<file path="src/rtl/mask_centroid_extractor_pkg.sv">
// Shared constants, widths and state encoding for the mask centroid extractor.
// All derived widths follow from the frame geometry so that accumulators never overflow.
package mask_centroid_extractor_pkg;

    localparam int IMG_W     = 30;
    localparam int IMG_H     = 30;
    localparam int FG_THRESH = 128;
    localparam int MIN_AREA  = 4;
    localparam int NPIX      = IMG_W * IMG_H;
    localparam int XW        = $clog2(IMG_W);
    localparam int YW        = $clog2(IMG_H);
    localparam int CW        = $clog2(NPIX + 1);
    localparam int SW        = CW + ((XW > YW) ? XW : YW);
    localparam int WAIT_W    = $clog2(SW + 1);

    typedef enum logic [1:0] {
        ST_COLLECT = 2'd0,
        ST_DRAIN   = 2'd1,
        ST_DIV     = 2'd2,
        ST_OUT     = 2'd3
    } state_t;

    function automatic logic is_fg(input logic [7:0] pix);
        return (pix >= 8'(FG_THRESH));
    endfunction

endpackage

</file>
<file path="src/rtl/mask_centroid_extractor_if.sv">
// Mask FIFO read port and per-frame result record port of the centroid extractor.
// master = extractor side, slave = FIFO/consumer side.
interface mask_centroid_extractor_if;
    import mask_centroid_extractor_pkg::*;

    logic          mask_rd_en;
    logic [7:0]    mask_dout;
    logic          mask_empty;
    logic          res_valid;
    logic          res_ready;
    logic          res_found;
    logic [CW-1:0] res_count;
    logic [XW-1:0] res_cx;
    logic [YW-1:0] res_cy;
    logic [XW-1:0] res_xmin;
    logic [XW-1:0] res_xmax;
    logic [YW-1:0] res_ymin;
    logic [YW-1:0] res_ymax;
    logic [15:0]   res_frame_id;

    modport master (
        output mask_rd_en,
        input  mask_dout,
        input  mask_empty,
        output res_valid,
        input  res_ready,
        output res_found,
        output res_count,
        output res_cx,
        output res_cy,
        output res_xmin,
        output res_xmax,
        output res_ymin,
        output res_ymax,
        output res_frame_id
    );

    modport slave (
        input  mask_rd_en,
        output mask_dout,
        output mask_empty,
        input  res_valid,
        output res_ready,
        input  res_found,
        input  res_count,
        input  res_cx,
        input  res_cy,
        input  res_xmin,
        input  res_xmax,
        input  res_ymin,
        input  res_ymax,
        input  res_frame_id
    );

endinterface

</file>
<file path="src/rtl/mask_centroid_extractor_seq_divider.sv">
// Restoring unsigned divider: quotient = floor(num/den) after exactly W cycles.
// The first quotient bit is resolved on the start edge, so done is high W cycles after start.
module seq_divider #(
    parameter int W = 15
) (
    input  logic         clk,
    input  logic         rst,
    input  logic         start,
    input  logic [W-1:0] num,
    input  logic [W-1:0] den,
    output logic [W-1:0] quo,
    output logic         done
);

    localparam int CNT_W = $clog2(W + 1);

    typedef struct packed {
        logic [W-1:0] rem;
        logic [W-1:0] quo;
    } div_st_t;

    // One restoring step; remainder stays below den so it fits in W bits.
    function automatic div_st_t div_step(input logic [W-1:0] rem,
                                         input logic [W-1:0] q,
                                         input logic [W-1:0] d);
        logic [W:0] sh;
        logic [W:0] df;
        div_st_t    r;
        sh = {rem, q[W-1]};
        df = sh - {1'b0, d};
        if (df[W]) begin
            r.rem = sh[W-1:0];
            r.quo = {q[W-2:0], 1'b0};
        end else begin
            r.rem = df[W-1:0];
            r.quo = {q[W-2:0], 1'b1};
        end
        return r;
    endfunction

    div_st_t          st_r;
    div_st_t          step_s;
    logic [W-1:0]     den_r;
    logic [CNT_W-1:0] cnt_r;
    logic             busy_r;
    logic             done_r;

    // Next partial remainder/quotient from either fresh operands or the running state
    always_comb begin
        if (start) begin
            step_s = div_step({W{1'b0}}, num, den);
        end else begin
            step_s = div_step(st_r.rem, st_r.quo, den_r);
        end
    end

    // Iteration state, step counter and done pulse
    always_ff @(posedge clk) begin
        if (rst) begin
            st_r   <= {(2 * W){1'b0}};
            den_r  <= {W{1'b0}};
            cnt_r  <= {CNT_W{1'b0}};
            busy_r <= 1'b0;
            done_r <= 1'b0;
        end else if (start) begin
            st_r   <= step_s;
            den_r  <= den;
            cnt_r  <= CNT_W'(1);
            busy_r <= 1'b1;
            done_r <= 1'b0;
        end else if (busy_r) begin
            st_r  <= step_s;
            cnt_r <= cnt_r + CNT_W'(1);
            if (cnt_r == CNT_W'(W - 1)) begin
                busy_r <= 1'b0;
                done_r <= 1'b1;
            end else begin
                busy_r <= 1'b1;
                done_r <= 1'b0;
            end
        end else begin
            done_r <= 1'b0;
        end
    end

    assign quo  = st_r.quo;
    assign done = done_r;

endmodule

</file>
<file path="src/rtl/mask_centroid_extractor.sv">
// Reads one binary-mask frame from a FIFO, accumulates area, coordinate sums and bbox,
// divides for the centroid and offers one result record per frame on a valid/ready port.
module mask_centroid_extractor
    import mask_centroid_extractor_pkg::*;
(
    input  logic                       clk,
    input  logic                       rst,
    mask_centroid_extractor_if.master  bus
);

    state_t            state_r;
    state_t            state_nx;
    logic              rd_en_s;
    logic              div_start_s;
    logic              div_finish_s;
    logic              finish_s;
    logic              handshake_s;
    logic              rd_pend_r;
    logic [WAIT_W-1:0] wait_r;
    logic [CW-1:0]     issued_r;
    logic [XW-1:0]     x_r;
    logic [YW-1:0]     y_r;
    logic [CW-1:0]     count_r;
    logic [SW-1:0]     sumx_r;
    logic [SW-1:0]     sumy_r;
    logic [XW-1:0]     xmin_r;
    logic [XW-1:0]     xmax_r;
    logic [YW-1:0]     ymin_r;
    logic [YW-1:0]     ymax_r;
    logic [SW-1:0]     den_s;
    logic [SW-1:0]     qx_s;
    logic [SW-1:0]     qy_s;
    logic              donex_s;
    logic              doney_s;
    logic [XW-1:0]     cx_s;
    logic [YW-1:0]     cy_s;
    logic              found_s;
    logic              res_valid_r;
    logic              res_found_r;
    logic [CW-1:0]     res_count_r;
    logic [XW-1:0]     res_cx_r;
    logic [YW-1:0]     res_cy_r;
    logic [XW-1:0]     res_xmin_r;
    logic [XW-1:0]     res_xmax_r;
    logic [YW-1:0]     res_ymin_r;
    logic [YW-1:0]     res_ymax_r;
    logic [15:0]       frame_id_r;

    // Next-state, FIFO read strobe and divider kick-off
    always_comb begin
        state_nx    = state_r;
        rd_en_s     = 1'b0;
        div_start_s = 1'b0;
        case (state_r)
            ST_COLLECT: begin
                rd_en_s = !rst && !bus.mask_empty && (issued_r < CW'(NPIX));
                if (rd_en_s && (issued_r == CW'(NPIX - 1))) begin
                    state_nx = ST_DRAIN;
                end else begin
                    state_nx = ST_COLLECT;
                end
            end
            ST_DRAIN: begin
                state_nx = ST_DIV;
            end
            ST_DIV: begin
                div_start_s = (wait_r == {WAIT_W{1'b0}}) && (count_r != {CW{1'b0}});
                if (div_finish_s) begin
                    state_nx = ST_OUT;
                end else begin
                    state_nx = ST_DIV;
                end
            end
            ST_OUT: begin
                if (bus.res_ready) begin
                    state_nx = ST_COLLECT;
                end else begin
                    state_nx = ST_OUT;
                end
            end
            default: begin
                state_nx = ST_COLLECT;
            end
        endcase
    end

    // An empty frame skips the dividers but waits the same SW cycles to keep timing fixed.
    assign div_finish_s = (count_r == {CW{1'b0}}) ? (wait_r == WAIT_W'(SW)) : (donex_s && doney_s);
    assign finish_s     = (state_r == ST_DIV) && div_finish_s;
    assign handshake_s  = (state_r == ST_OUT) && res_valid_r && bus.res_ready;

    // State register, read-pending flag and DIV-phase cycle counter
    always_ff @(posedge clk) begin
        if (rst) begin
            state_r   <= ST_COLLECT;
            rd_pend_r <= 1'b0;
            wait_r    <= {WAIT_W{1'b0}};
        end else begin
            state_r   <= state_nx;
            rd_pend_r <= rd_en_s;
            if (state_r == ST_DIV) begin
                wait_r <= wait_r + WAIT_W'(1);
            end else begin
                wait_r <= {WAIT_W{1'b0}};
            end
        end
    end

    // Raster position, read issue count and foreground accumulators
    always_ff @(posedge clk) begin
        if (rst || handshake_s) begin
            issued_r <= {CW{1'b0}};
            x_r      <= {XW{1'b0}};
            y_r      <= {YW{1'b0}};
            count_r  <= {CW{1'b0}};
            sumx_r   <= {SW{1'b0}};
            sumy_r   <= {SW{1'b0}};
            xmin_r   <= {XW{1'b1}};
            xmax_r   <= {XW{1'b0}};
            ymin_r   <= {YW{1'b1}};
            ymax_r   <= {YW{1'b0}};
        end else begin
            if (rd_en_s) begin
                issued_r <= issued_r + CW'(1);
            end
            if (rd_pend_r) begin
                if (is_fg(bus.mask_dout)) begin
                    count_r <= count_r + CW'(1);
                    sumx_r  <= sumx_r + SW'(x_r);
                    sumy_r  <= sumy_r + SW'(y_r);
                    if (x_r < xmin_r) xmin_r <= x_r;
                    if (x_r > xmax_r) xmax_r <= x_r;
                    if (y_r < ymin_r) ymin_r <= y_r;
                    if (y_r > ymax_r) ymax_r <= y_r;
                end
                if (x_r == XW'(IMG_W - 1)) begin
                    x_r <= {XW{1'b0}};
                    y_r <= y_r + YW'(1);
                end else begin
                    x_r <= x_r + XW'(1);
                end
            end
        end
    end

    assign den_s = SW'(count_r);

    seq_divider #(.W(SW)) u_div_x (
        .clk   (clk),
        .rst   (rst),
        .start (div_start_s),
        .num   (sumx_r),
        .den   (den_s),
        .quo   (qx_s),
        .done  (donex_s)
    );

    seq_divider #(.W(SW)) u_div_y (
        .clk   (clk),
        .rst   (rst),
        .start (div_start_s),
        .num   (sumy_r),
        .den   (den_s),
        .quo   (qy_s),
        .done  (doney_s)
    );

    // Quotient cannot exceed the largest coordinate; saturate rather than wrap if it ever did.
    assign cx_s    = (|qx_s[SW-1:XW]) ? {XW{1'b1}} : qx_s[XW-1:0];
    assign cy_s    = (|qy_s[SW-1:YW]) ? {YW{1'b1}} : qy_s[YW-1:0];
    assign found_s = (count_r >= CW'(MIN_AREA));

    // Result record capture, handshake release and frame counter
    always_ff @(posedge clk) begin
        if (rst) begin
            res_valid_r <= 1'b0;
            res_found_r <= 1'b0;
            res_count_r <= {CW{1'b0}};
            res_cx_r    <= {XW{1'b0}};
            res_cy_r    <= {YW{1'b0}};
            res_xmin_r  <= {XW{1'b0}};
            res_xmax_r  <= {XW{1'b0}};
            res_ymin_r  <= {YW{1'b0}};
            res_ymax_r  <= {YW{1'b0}};
            frame_id_r  <= 16'd0;
        end else if (finish_s) begin
            res_valid_r <= 1'b1;
            res_found_r <= found_s;
            res_count_r <= count_r;
            res_cx_r    <= (count_r == {CW{1'b0}}) ? {XW{1'b0}} : cx_s;
            res_cy_r    <= (count_r == {CW{1'b0}}) ? {YW{1'b0}} : cy_s;
            res_xmin_r  <= found_s ? xmin_r : {XW{1'b0}};
            res_xmax_r  <= found_s ? xmax_r : {XW{1'b0}};
            res_ymin_r  <= found_s ? ymin_r : {YW{1'b0}};
            res_ymax_r  <= found_s ? ymax_r : {YW{1'b0}};
        end else if (handshake_s) begin
            res_valid_r <= 1'b0;
            frame_id_r  <= frame_id_r + 16'd1;
        end
    end

    assign bus.mask_rd_en   = rd_en_s;
    assign bus.res_valid    = res_valid_r;
    assign bus.res_found    = res_found_r;
    assign bus.res_count    = res_count_r;
    assign bus.res_cx       = res_cx_r;
    assign bus.res_cy       = res_cy_r;
    assign bus.res_xmin     = res_xmin_r;
    assign bus.res_xmax     = res_xmax_r;
    assign bus.res_ymin     = res_ymin_r;
    assign bus.res_ymax     = res_ymax_r;
    assign bus.res_frame_id = frame_id_r;

endmodule
</file>
<file path="src/flat_wrapper.sv">
// flat-port wrapper written by rule: the top's interface ports become plain ports
module mask_centroid_extractor_flat import mask_centroid_extractor_pkg::*;
  (clk, rst, bus_mask_rd_en, bus_mask_dout, bus_mask_empty, bus_res_valid, bus_res_ready, bus_res_found, bus_res_count, bus_res_cx, bus_res_cy, bus_res_xmin, bus_res_xmax, bus_res_ymin, bus_res_ymax, bus_res_frame_id);
  mask_centroid_extractor_if bus_i ();
  input  logic clk;
  input  logic rst;
  output wire logic [$bits(bus_i.mask_rd_en)-1:0] bus_mask_rd_en;
  input wire logic [$bits(bus_i.mask_dout)-1:0] bus_mask_dout;
  input wire logic [$bits(bus_i.mask_empty)-1:0] bus_mask_empty;
  output wire logic [$bits(bus_i.res_valid)-1:0] bus_res_valid;
  input wire logic [$bits(bus_i.res_ready)-1:0] bus_res_ready;
  output wire logic [$bits(bus_i.res_found)-1:0] bus_res_found;
  output wire logic [$bits(bus_i.res_count)-1:0] bus_res_count;
  output wire logic [$bits(bus_i.res_cx)-1:0] bus_res_cx;
  output wire logic [$bits(bus_i.res_cy)-1:0] bus_res_cy;
  output wire logic [$bits(bus_i.res_xmin)-1:0] bus_res_xmin;
  output wire logic [$bits(bus_i.res_xmax)-1:0] bus_res_xmax;
  output wire logic [$bits(bus_i.res_ymin)-1:0] bus_res_ymin;
  output wire logic [$bits(bus_i.res_ymax)-1:0] bus_res_ymax;
  output wire logic [$bits(bus_i.res_frame_id)-1:0] bus_res_frame_id;
  assign bus_mask_rd_en = bus_i.mask_rd_en;
  assign bus_i.mask_dout = bus_mask_dout;
  assign bus_i.mask_empty = bus_mask_empty;
  assign bus_res_valid = bus_i.res_valid;
  assign bus_i.res_ready = bus_res_ready;
  assign bus_res_found = bus_i.res_found;
  assign bus_res_count = bus_i.res_count;
  assign bus_res_cx = bus_i.res_cx;
  assign bus_res_cy = bus_i.res_cy;
  assign bus_res_xmin = bus_i.res_xmin;
  assign bus_res_xmax = bus_i.res_xmax;
  assign bus_res_ymin = bus_i.res_ymin;
  assign bus_res_ymax = bus_i.res_ymax;
  assign bus_res_frame_id = bus_i.res_frame_id;
  mask_centroid_extractor u_core (.clk(clk), .rst(rst), .bus(bus_i));
endmodule
</file>
<file path="config.mk">
export PLATFORM = sky130hd
export DESIGN_NAME = mask_centroid_extractor_flat
export DESIGN_NICKNAME = d
export VERILOG_FILES = /design/src/rtl/mask_centroid_extractor_pkg.sv /design/src/rtl/mask_centroid_extractor_if.sv /design/src/rtl/mask_centroid_extractor_seq_divider.sv /design/src/rtl/mask_centroid_extractor.sv /design/src/flat_wrapper.sv
export SDC_FILE = /design/constraint.sdc
export NUM_CORES = 1
export LEC_CHECK = 0
export BUFFER_PORTS_ARGS = -buffer_cell sky130_fd_sc_hd__buf_2
export CAP_MARGIN = 20
export CORE_ASPECT_RATIO = 0.7
export CORE_MARGIN = 8
export CORE_UTILIZATION = 42
export CTS_CLUSTER_SIZE = 12
export DETAILED_ROUTE_END_ITERATION = 12
export PLACE_DENSITY = 0.56
export SETUP_SLACK_MARGIN = 0.15
export SYNTH_ARGS = -nofsm -noshare
export SYNTH_HDL_FRONTEND = slang
export SYNTH_HIERARCHICAL = 1
export SYNTH_SLANG_ARGS = --single-unit
</file>
<file path="constraint.sdc">
create_clock -name clk -period 8.8 [get_ports clk]
set_clock_uncertainty 0.2 [all_clocks]
set_input_delay 0.88 -clock clk [delete_from_list [all_inputs] [get_ports clk]]
set_output_delay 0.88 -clock clk [all_outputs]
set_load 0.005 [all_outputs]
</file>
# Yosys cells after proc, flatten, opt, wreduce, memory -nomap -nowiden

Index checks and enable logic that the tools add are counted.
W data, S select, Z words.

Add/subtract/negate cells: 14
$lt $le $gt $ge: 7
Equal/unequal tests: 8
Multiplexer cells: 40
Bitwise operators: 4
Reductions and logical operators: 31

Operator list:

| kind                    | number |
|---|---|
| $mux W30                | 10 |
| $mux W5                 | 9 |
| $sub A16 B10 Y16        | 2 |
| $add A15 B5 Y15         | 2 |
| $sub A1 B10 Y11         | 2 |
| $add A10 B1 Y10 const B | 2 |
| $reduce_or A10 Y1       | 2 |
| $mux W1                 | 19 |
| $add A16 B1 Y16 const B | 1 |
| $add A4 B1 Y4 const B   | 3 |
| $eq A4 B4 Y1 const B    | 3 |
| $reduce_and A3 Y1       | 4 |
| $add A5 B1 Y5 const B   | 2 |
| $eq A10 B10 Y1 const B  | 1 |
| $ge A10 B3 Y1 const B   | 1 |
| $gt A5 B5 Y1            | 2 |
| $logic_not A10 Y1       | 1 |
| $lt A10 B10 Y1 const B  | 1 |
| $lt A5 B5 Y1            | 2 |
| $reduce_bool A10 Y1     | 1 |
| $ge A8 B8 Y1 const B    | 1 |
| $logic_and A1 B1 Y1     | 8 |
| $pmux W2 S4             | 1 |
| $reduce_and A2 Y1       | 3 |
| 12 further kinds        | 21 |

Bits in registers: 227
Input bits: 12
Output and inout port bits: 59
Word-level logic and storage cells: 140

# Longest topological paths before layout

Gate-level depths: netlist (run 1).

Depth after elaboration: 6
Depth in mapped cells: 11

# By module

The synthesis (run 1) kept the hierarchy.

Modules (own cells, without submodules):

| module                  | times used | cells each | area an instance (µm²) | sequential area each (µm²) |
|---|---|---|---|---|
| mask_centroid_extractor | 1          | 708        | 6546.3                 | 2902.8 |
| seq_divider             | 2          | 378        | 3120.5                 | 1021.0 |

# Worst setup path before layout (run 1)

Ideal clock, no wire load.

Kind: input to output
From: in rst
To: out bus_mask_rd_en
Data arrival time: 1.790 ns
Data required time: 7.720 ns
Path slack: 5.930 ns
Stages: 4
Path through: clkbuf_1 > nor4_2 > and2_1 > buf_2

Longest elaborated chain between the ends: 4

Ends and longest elaborated chain:

| item                             | line                          | text |
|---|---|---|
| start: declaration               | flat_wrapper.sv:6             | `input logic rst;` |
| $logic_not A1 Y1                 | mask_centroid_extractor.sv:56 | `rd_en_s = !rst && !bus.mask_empty && (issued_r < CW'(NPIX));` |
| $logic_and A1 B1 Y1 (2 in a row) | mask_centroid_extractor.sv:56 |  |
| $mux W1                          | mask_centroid_extractor.sv:54 | `case (state_r)` |
| end: declaration                 | flat_wrapper.sv:7             | `output wire logic [$bits(bus_i.mask_rd_en)-1:0] bus_mask_rd_en;` |

No other way between the ends.

# Worst setup path after layout (run 1)

From: reg u_core.count_r[7]
To: reg u_core/u_div_y/st_r[28] (netlist bit)

Longest elaborated chain between the ends: 6

Ends and longest elaborated chain:

| item                     | line                                      | text |
|---|---|---|
| start: declaration       | mask_centroid_extractor.sv:23             | `logic [CW-1:0] count_r;` |
| start signal: assignment | mask_centroid_extractor.sv:115            | `count_r <= {CW{1'b0}};` |
| start signal: assignment | mask_centroid_extractor.sv:128            | `count_r <= count_r + CW'(1);` |
| $reduce_bool A10 Y1 (*)  | mask_centroid_extractor.sv:67             | `div_start_s = (wait_r == {WAIT_W{1'b0}}) && (count_r != {CW{1'b0}});` |
| $logic_and A1 B1 Y1 (*)  | mask_centroid_extractor.sv:67             |  |
| $mux W1 (*)              | mask_centroid_extractor.sv:54             |  |
| net u_core.div_start_s   | mask_centroid_extractor.sv:14             | `logic div_start_s;` |
| $mux W30                 | mask_centroid_extractor_seq_divider.sv:50 | `if (start) begin` |
| $mux W30                 | mask_centroid_extractor_seq_divider.sv:71 | `end else if (busy_r) begin` |
| $mux W30                 | mask_centroid_extractor_seq_divider.sv:65 | `end else if (start) begin` |
| end signal: assignment   | mask_centroid_extractor_seq_divider.sv:60 | `st_r <= {(2 * W){1'b0}};` |
| end signal: assignment   | mask_centroid_extractor_seq_divider.sv:66 | `st_r <= step_s;` |
| end signal: assignment   | mask_centroid_extractor_seq_divider.sv:72 | `st_r <= step_s;` |
| end: declaration         | mask_centroid_extractor_seq_divider.sv:41 | `div_st_t st_r;` |

Mark *: on every way through the listed nets, which the timed path passes. The rest lies on a longest branch. The select of a mux whose other input is x is not followed.
A chain may end at the register's enable or synchronous reset.

==> results of run 1 <==
-- worst register-to-register path: cells and delay by family, from the launching register on --
family / cells / cell delay, ns
and+or+nand+nor: 5 / 1.95
DFF: 1 / 0.48
AOI/OAI and AO/OA: 3 / 0.65
buffers and inverters: 1 / 0.52
-- how the worst max path moves through the flow --
stage	startpoint	endpoint	slack, ns
2_1_floorplan	rst	bus_mask_rd_en	5.93
3_3_place_gp	u_core/count_r[7]$_SDFFE_PP0P_	u_core/u_div_y/st_r[28]$_SDFFE_PP0P_	5.02
3_5_place_dp	u_core/count_r[6]$_SDFFE_PP0P_	u_core/u_div_y/st_r[28]$_SDFFE_PP0P_	4.93
4_1_cts	u_core/count_r[6]$_SDFFE_PP0P_	u_core/u_div_y/st_r[28]$_SDFFE_PP0P_	4.91
5_1_grt	u_core/count_r[6]$_SDFFE_PP0P_	u_core/u_div_y/st_r[28]$_SDFFE_PP0P_	4.61
6_report	u_core/count_r[7]$_SDFFE_PP0P_	u_core/u_div_y/st_r[28]$_SDFFE_PP0P_	4.90
-- cell type report --
type,count,area (µm²)
Timing Repair Buffer,73,412
Fill cell,2964,15900
Clock buffer,35,746
Clock inverter,6,97.6
Multi-Input combinational cell,1066,7100
Tap cell,412,515
Inverter,81,304
Sequential cell,247,4940
-- layer usage --
metal	global-route usage, %	vias to the layer above	routed length (µm)
met2	23.5	133	12000
met1	25.2	4684	16600
met4	3.00	0	391
met3	2.58	34	970
li1	-	5183	-
met5	0	-	0
-- cell families after synthesis --
| family | Yosys count | synth area share (%) |
|---|---|---|
| buffers and inverters | 170 | 6.47 |
| other | 1 | 0.0293 |
| DFF | 247 | 38.7 |
| AOI/OAI and AO/OA | 286 | 14.9 |
| adders and majority gates | 79 | 7.96 |
| and+or+nand+nor | 500 | 18.5 |
| xor gates and xnor gates | 81 | 5.55 |
| muxes | 100 | 7.93 |
-- state kept, by name (all words and copies together) (netlist names), 10 cells and up --
signal,count
u_core/sumx_r,15
u_core/u_div_x/st_r,15
u_core/u_div_y/quo,15
u_core/bus.res_frame_id,16
u_core/u_div_x/quo,15
u_core/bus.res_count,10
u_core/u_div_y/den_r,15
u_core/u_div_y/st_r,15
u_core/issued_r,10
u_core/sumy_r,15
u_core/count_r,10
u_core/u_div_x/den_r,15
-- metrics by stage --
stage	power [mW]	worst slack [ns]
finish	2.29	4.90
global route	2.38	4.61
CTS	2.33	4.91
detailed placement	1.21	4.93
global placement	1.20	5.02
floorplan	1.19	5.93
-- synth_stat cells (20+ instances only) --
library cell    n
dfxtp_1       247
nor2_1        235
mux2i_1        99
a21oi_1        83
nand2_1        83
inv_1          80
ha_1           75
xor2_1         55
o21ai_0        44
nand4_1        39
clkbuf_1       37
nand3_1        33
buf_4          30
xnor2_1        26
o211ai_1       24
a22o_1         20
-- power by group through the flow --
stage / Sequential [mW] / Combinational (mW) / Clock (mW)
2_1_floorplan: 1.15 / 0.0377 / 0
4_1_cts: 1.13 / 0.0521 / 1.15
3_3_place_gp: 1.15 / 0.0505 / 0
3_5_place_dp: 1.15 / 0.0518 / 0
5_1_grt: 1.13 / 0.0580 / 1.19
6_report: 1.13 / 0.0513 / 1.11
==> run metrics, run 1 <==
commonest non-fill, non-tap cell in the layout dfxtp_1; total number of clock tree sinks 247; clock share of power 48.4%; Final Hold Vio Count 0; sequential area share after synthesis 38.7%; Hold Crit Class flip-flop to flip-flop; clock slew seen by the registers of the worst setup and hold paths 0.06 ns; Cell Int Power 1.79 mW; Iter 0 DRT Violations 673; worst-path cell chain nor4_2 > nand3_2 > and3_4 > buf_4 > nor2_1 > nand2_1 > a211oi_1 > o21ai_0 > o311ai_1; post-DP HPWL 20000 µm; die area 0.0364 mm²; post-synth cell types 70; maximum VDD drop 0.000116 V; largest area contributor in the netlist dfxtp_1; vias 10000; crit end category flip-flop; actual slew at the worst max-slew pin 1.08 ns; final wirelength 29900 µm; Synth Flop Type dfxtp_1; P per Cell Area 162 mW/mm²; total setup buffers inserted after CTS 0; Rel. slew slack 28.1%; synthesized cell area 0.0128 mm²; Tcrit/Tclk final 44.3%; Net Sw Frac 22.0%; antenna viol nets, final 0; Switch Pwr 502 µW; min-delay src u_core/issued_r[9]$_SDFFE_PP0P_; Synth Instances 1464; syn_area_per_cell 8.73 µm²; vias per inst 5.23; Hold Path End u_core/issued_r[9]$_SDFFE_PP0P_; fin crit period 3.90 ns; number of global-route vias before repair 9447; fin nets 1587; Yosys top cell area share 38.7%; CTS tree done; crit path buf inv count 1; Rows 53; Worst EP required 9.05 ns; Post-synth EDFFs 0; pin count of the biggest net entering global routing 68; CP delay by family, top simple AND/OR/NAND/NOR gates; worst reg2reg setup slack 4.90 ns; Leak Pwr 5.48 nW; asr flop ratio synth 0%; TNS Setup 0 ns; Post-CTS Resized 0; Initial Util 42.7%; share of power burned in registers 49.3%; hold_ws 0.252 ns; final instance area 0.0141 mm²; fraction of layout cells with a size suffix above 1 9.35%; DIE WIDTH 225 µm; Post-DP Area 0.0133 mm²; Worst-Skew Late Latency 0.55 ns; most frequent cells in the layout dfxtp_1 (247), nor2_1 (234), mux2i_1 (99); root buffer cell clkbuf_16; fin util 47.1%; IO buf count 63; Crit-path slowest cell nor2_1; DRT Pass-1 Iters 5; FF-to-FF Start u_core/count_r[7]$_SDFFE_PP0P_; setup violators final 0; max-slew violations 0; Remaining DRCs 0; Core Area 0.0300 mm²; Hold Crit Depth 2; routability congestion estimate 0.813; post-DR wirelength/cell 15.6 µm; RSZ-0062 raised after global routing false; ANT cells 0; Comb power frac 2.2%; total track usage 16.3%; area grow syn2layout 10.4%; H-tree levels 1; Cells after DPL 1877; hold_buf cts 0; r2r worst-path depth 9; Yosys reg bits 247; first-pass GRT wire length 49900 µm; yosys warns 6; status complete, no violations; Area contributors post-synth dfxtp_1 (39%), mux2i_1 (7.7%), ha_1 (7.3%); Arrival @ worst endpoint 4.15 ns; CP Launch Type flip-flop; Setup CP Type flip-flop to flip-flop; Max-cap violations 0; CTS Buf Count 27; Stages on worst setup path 9; grt total ovfl 0; Slowest Stage Delay on Critical Path 0.51 ns; clock buffer depth 3; Peak Freq 0.257 GHz; CP max FO 67; initial antenna violation count 0; Die Span Y 162 µm; Layout Cells excl Fill 1920; Boundary Pins 71; Reg2Reg Capture Point u_core/u_div_y/st_r[28]$_SDFFE_PP0P_
No activity file was read; power rests on OpenSTA's default activity.
==> inputs of run 2 (changes only) <==
Settings changed: PLACE_DENSITY 0.56 to 0.59.
Clock period 8.8 ns to 3.18 ns, I/O delays scaled along.
==> run metrics, run 2 (synthesis results as in run 1) <==
Tcrit/Tclk final 90.3%; antenna viol nets, final 0; Crit-path slowest cell fa_2; actual slew at the worst max-slew pin 0.802 ns; most frequent cells in the layout dfxtp_1 (247), nor2_1 (234), mux2i_1 (97); Worst EP required 3.44 ns; maximum VDD drop 0.000380 V; Boundary Pins 71; Remaining DRCs 0; Max-cap violations 0; DIE WIDTH 225 µm; first-pass GRT wire length 50000 µm; Hold Crit Depth 6; Die Span Y 162 µm; vias per inst 5.22; clock buffer depth 3; Leak Pwr 5.63 nW; IO buf count 63; P per Cell Area 430 mW/mm²; ANT cells 0; fraction of layout cells with a size suffix above 1 11.4%; Core Area 0.0300 mm²; DRT Pass-1 Iters 5; commonest non-fill, non-tap cell in the layout dfxtp_1; RSZ-0062 raised after global routing false; post-DR wirelength/cell 15.5 µm; final wirelength 30300 µm; Worst-Skew Late Latency 0.55 ns; Slowest Stage Delay on Critical Path 0.38 ns; CP max FO 4; area grow syn2layout 12.3%; Iter 0 DRT Violations 675; die area 0.0364 mm²; routability congestion estimate 0.848; Initial Util 42.7%; setup violators final 0; Final Hold Vio Count 0; initial antenna violation count 0; r2r worst-path depth 11; CP Launch Type flip-flop; max reg flops 16; total track usage 16.4%; fin crit period 2.87 ns; Filler cells 2963; TNS Setup 0 ns; root buffer cell clkbuf_16; fin nets 1618; crit end category flip-flop; post-DP HPWL 21000 µm; total power 6.18 mW; Hold Crit Class input pin to flip-flop; vias 10200; max-slew violations 0; min-delay src bus_mask_dout[7]; FF-to-FF Start u_core/u_div_x/quo[14]$_SDFFE_PP0P_; pin count of the biggest net entering global routing 51; status complete, no violations; total number of clock tree sinks 247; most used cell, CP inv_1; Peak Freq 0.348 GHz; number of global-route vias before repair 9515; worst-path cell chain inv_1 > ha_1 > inv_1 > fa_2 > a211oi_2 > nor2_1 > o21a_1 > o41a_1 > a211o_1 > nor4bb_2 > o31ai_1; Setup CP Type flip-flop to flip-flop; Post-DP Area 0.0135 mm²; CTS Buf Count 26; grt total ovfl 0; final instance area 0.0144 mm²; clock slew seen by the registers of the worst setup and hold paths 0.06 ns; H-tree levels 1; Arrival @ worst endpoint 3.13 ns; Rel. slew slack 46.5%; CTS tree done; Critical Path Start u_core/u_div_x/quo[14]$_SDFFE_PP0P_; Rows 53
==> run 2: cell types whose count changed in the layout (fill, tap and decap cells not counted), moves of 2 or more <==
cell	previous run	this run
buf_4	8	37
bufinv_16	2	0
mux2i_1	99	97
clkinv_2	2	4
mux2i_2	0	2
clkbuf_8	4	6
fa_2	0	2
dlygate4sd3_1	0	4
fa_1	4	2
==> run 2: path summary, 6_finish.rpt <==
check | slack (ns) | endpoint
worst max-delay path | 0.31 | u_core/u_div_x/st_r[27]$_SDFFE_PP0P_
worst min register to register | 0.25 | u_core/issued_r[9]$_SDFFE_PP0P_
worst min-delay path | 0.11 | u_core/sumx_r[10]$_SDFFE_PP0P_
worst max register to register | 0.31 | u_core/u_div_x/st_r[27]$_SDFFE_PP0P_
==> run 2: where the power goes <==
part	leakage [nW]	total (mW)	switching (mW)	internal, mW
Clock	0.396	2.90	1.26	1.64
Combinational	3.24	0.155	0.109	0.0460
Sequential	1.99	3.12	0.0170	3.11
Total	5.63	6.18	1.39	4.79
==> run 2: per-layer routing <==
layer,vias to the layer above,track usage [%],wire [µm]
met5,-,0,0
met4,0,2.76,337
met3,25,3.35,1460
met2,167,23.4,12100
met1,4793,25.2,16400
li1,5213,-,-
==> run 2: through the flow <==
stage | cells | setup WS (ns) | util [%] | hold WS (ns)
2_1_floorplan | 1483 | 0.424 | - | 0.221
3_3_place_gp | 1904 | 0.218 | 44.9 | 0.229
3_5_place_dp | 1904 | 0.214 | 44.9 | 0.236
4_1_cts | 1950 | 0.187 | 47.7 | 0.0844
5_1_grt | 1953 | 0.153 | 47.9 | 0.157
6_report | 1953 | 0.307 | 47.9 | 0.112
==> run 2: layout make-up <==
class | instances | area [µm²] | share of cell area (%)
tap | 412 | 515 | 3.59
timing repair buffer | 105 | 663 | 4.62
clock buffer | 37 | 752 | 5.24
sequential | 247 | 4940 | 34.4
clock inverter | 5 | 50.0 | 0.349
multi-input combinational | 1066 | 7130 | 49.6
inverter | 81 | 304 | 2.12
==> run 2: critical path, delay by kind of cell, from the launching register on <==
kind	cells	cell delay [ns]
adder cells (fa/ha/maj)	2	0.54
buffers and inverters	2	0.12
AO/OA/AOI/OAI	5	1.34
AND/OR/NAND/NOR	2	0.27
flip-flops	1	0.33
==> run 2: repair_timing <==
action / 4_1_cts / 5_1_grt
setup endpoints to repair: 0 / 5
hold buffers: 4 / 0
buffers inserted: 0 / 2
gates resized for setup: 0 / 7
hold endpoints to repair: 14 / 0
==> inputs of run 3 (changes only) <==
Settings changed: CORE_ASPECT_RATIO 0.7 to default.
==> run metrics, run 3 (synthesis results as in run 1) <==
total number of clock tree sinks 247; max reg flops 16; Tcrit/Tclk final 89.7%; DIE WIDTH 190 µm; Arrival @ worst endpoint 3.10 ns; worst-path cell chain inv_1 > ha_1 > inv_1 > fa_2 > a211oi_2 > nor2_1 > o21a_1 > o41a_1 > a211o_1 > nor4bb_1 > o31ai_1; most frequent cells in the layout dfxtp_1 (247), nor2_1 (234), mux2i_1 (98); crit end category flip-flop; Critical Path Start u_core/u_div_y/quo[14]$_SDFFE_PP0P_; maximum VDD drop 0.000450 V; worst reg2reg setup slack 0.33 ns; final worst slack 0.326 ns; CTS Buf Count 29; Hold Path End u_core/sumx_r[4]$_SDFFE_PP0P_; grt total ovfl 0; Final Hold Vio Count 0; Crit-path slowest cell o41a_1; commonest non-fill, non-tap cell in the layout dfxtp_1; actual slew at the worst max-slew pin 0.831 ns; CP Launch Type flip-flop; max-slew violations 0; Worst EP required 3.43 ns; ANT cells 0; vias per inst 5.28; Rows 64; post-DR wirelength/cell 15.3 µm; r2r worst-path depth 11; first-pass GRT wire length 49200 µm; Initial Util 42.2%; Slowest Stage Delay on Critical Path 0.40 ns; clock buffer depth 3; final wirelength 29600 µm; Peak Freq 0.350 GHz; Worst-Skew Late Latency 0.55 ns; Iter 0 DRT Violations 505; pre-CTS setup slack 0.207 ns; Layout Cells excl Fill 1942; area grow syn2layout 13.2%; clock slew seen by the registers of the worst setup and hold paths 0.06 ns; min-delay src bus_mask_dout[7]; Cells after DPL 1885; Remaining DRCs 0; TNS Setup 0 ns; setup violators final 0; initial antenna violation count 0; fin crit period 2.85 ns; crit path buf inv count 2; DRT Pass-1 Iters 4; antenna viol nets, final 0; Rel. slew slack 44.4%; CP delay by family, top compound AO/OA/AOI/OAI gates; Reg2Reg Capture Point u_core/u_div_y/st_r[27]$_SDFFE_PP0P_; RSZ-0062 raised after global routing false; CTS tree done; post-DP HPWL 20400 µm; FF-to-FF Start u_core/u_div_y/quo[14]$_SDFFE_PP0P_; fraction of layout cells with a size suffix above 1 11.5%; root buffer cell clkbuf_16; die area 0.0363 mm²; fin nets 1616; number of global-route vias before repair 9807; Core Area 0.0303 mm²; routability congestion estimate 0.846; total track usage 16.0%; Setup CP Type flip-flop to flip-flop; Hold Crit Class input pin to flip-flop; Max-cap violations 0; H-tree levels 1; Leak Pwr 5.69 nW; most used cell, CP inv_1; IO buf count 63; Hold Crit Depth 5; CP max FO 4; Boundary Pins 71; status complete, no violations; pin count of the biggest net entering global routing 69; vias 10200; Die Span Y 190 µm; total power 6.61 mW; P per Cell Area 456 mW/mm²
==> run 3: changes by cell type in the layout (fill, tap and decap cells not counted), moves of 2 or more <==
cell / previous run / this run
buf_4: 37 / 31
bufinv_16: 0 / 3
clkbuf_16: 26 / 29
clkinv_2: 4 / 7
buf_12: 1 / 3
clkbuf_1: 5 / 7
==> run 3: worst max path at each step <==
stage / to / cells after the start
CTS: u_core/u_div_y/st_r[27]$_SDFFE_PP0P_ / 11
finish: u_core/u_div_y/st_r[27]$_SDFFE_PP0P_ / 11
floorplan: u_core/u_div_x/st_r[27]$_SDFFE_PP0P_ / 11
detailed placement: u_core/u_div_y/st_r[27]$_SDFFE_PP0P_ / 11
global route: u_core/u_div_x/st_r[19]$_SDFFE_PP0P_ / 9
global placement: u_core/u_div_y/st_r[27]$_SDFFE_PP0P_ / 11
==> run 3: metrics by stage <==
step           cell area [µm²]  utilization (%)  hold WS [ns]
6_report                 14500             47.8         0.111
5_1_grt                  14500             47.8         0.122
4_1_cts                  14400             47.7        0.0847
3_5_place_dp             13400             44.4         0.247
3_3_place_gp             13400             44.4         0.235
2_1_floorplan            12900                -         0.221
==> run 3: layout make-up <==
cell class / instances / area, µm²
timing repair buffer: 100 / 643
tap: 396 / 495
sequential: 247 / 4940
fill: 2986 / 15800
inverter: 81 / 304
multi-input combinational: 1066 / 7130
clock buffer: 42 / 835
clock inverter: 10 / 125
==> run 3: tightest hold or removal path, stage by stage <==
cell and delay (ns):
buf_2 0.11, nand2_1 0.05, buf_4 0.19, nand2_1 0.08, a21oi_1 0.05
==> run 3: what timing repair did <==
item / CTS / global route
gates resized for setup: 0 / 6
hold buffers: 4 / 0
buffers inserted: 0 / 1
setup endpoints to repair: 0 / 5
endpoints found under the hold margin: 19 / 0
==> run 3: metal layers <==
layer | vias to the layer above | global-route usage, % | wire length [µm]
met4 | 0 | 4.09 | 544
li1 | 5218 | - | -
met1 | 4811 | 22.2 | 14600
met5 | - | 0 | 0
met3 | 40 | 2.45 | 1270
met2 | 177 | 25.7 | 13200
==> run 3: where the power goes <==
part           leakage [nW]  internal [mW]  switching, mW
combinational          3.22         0.0475          0.109
sequential             1.99           3.11         0.0154
clock                 0.479           2.05           1.28
total                  5.69           5.20           1.41
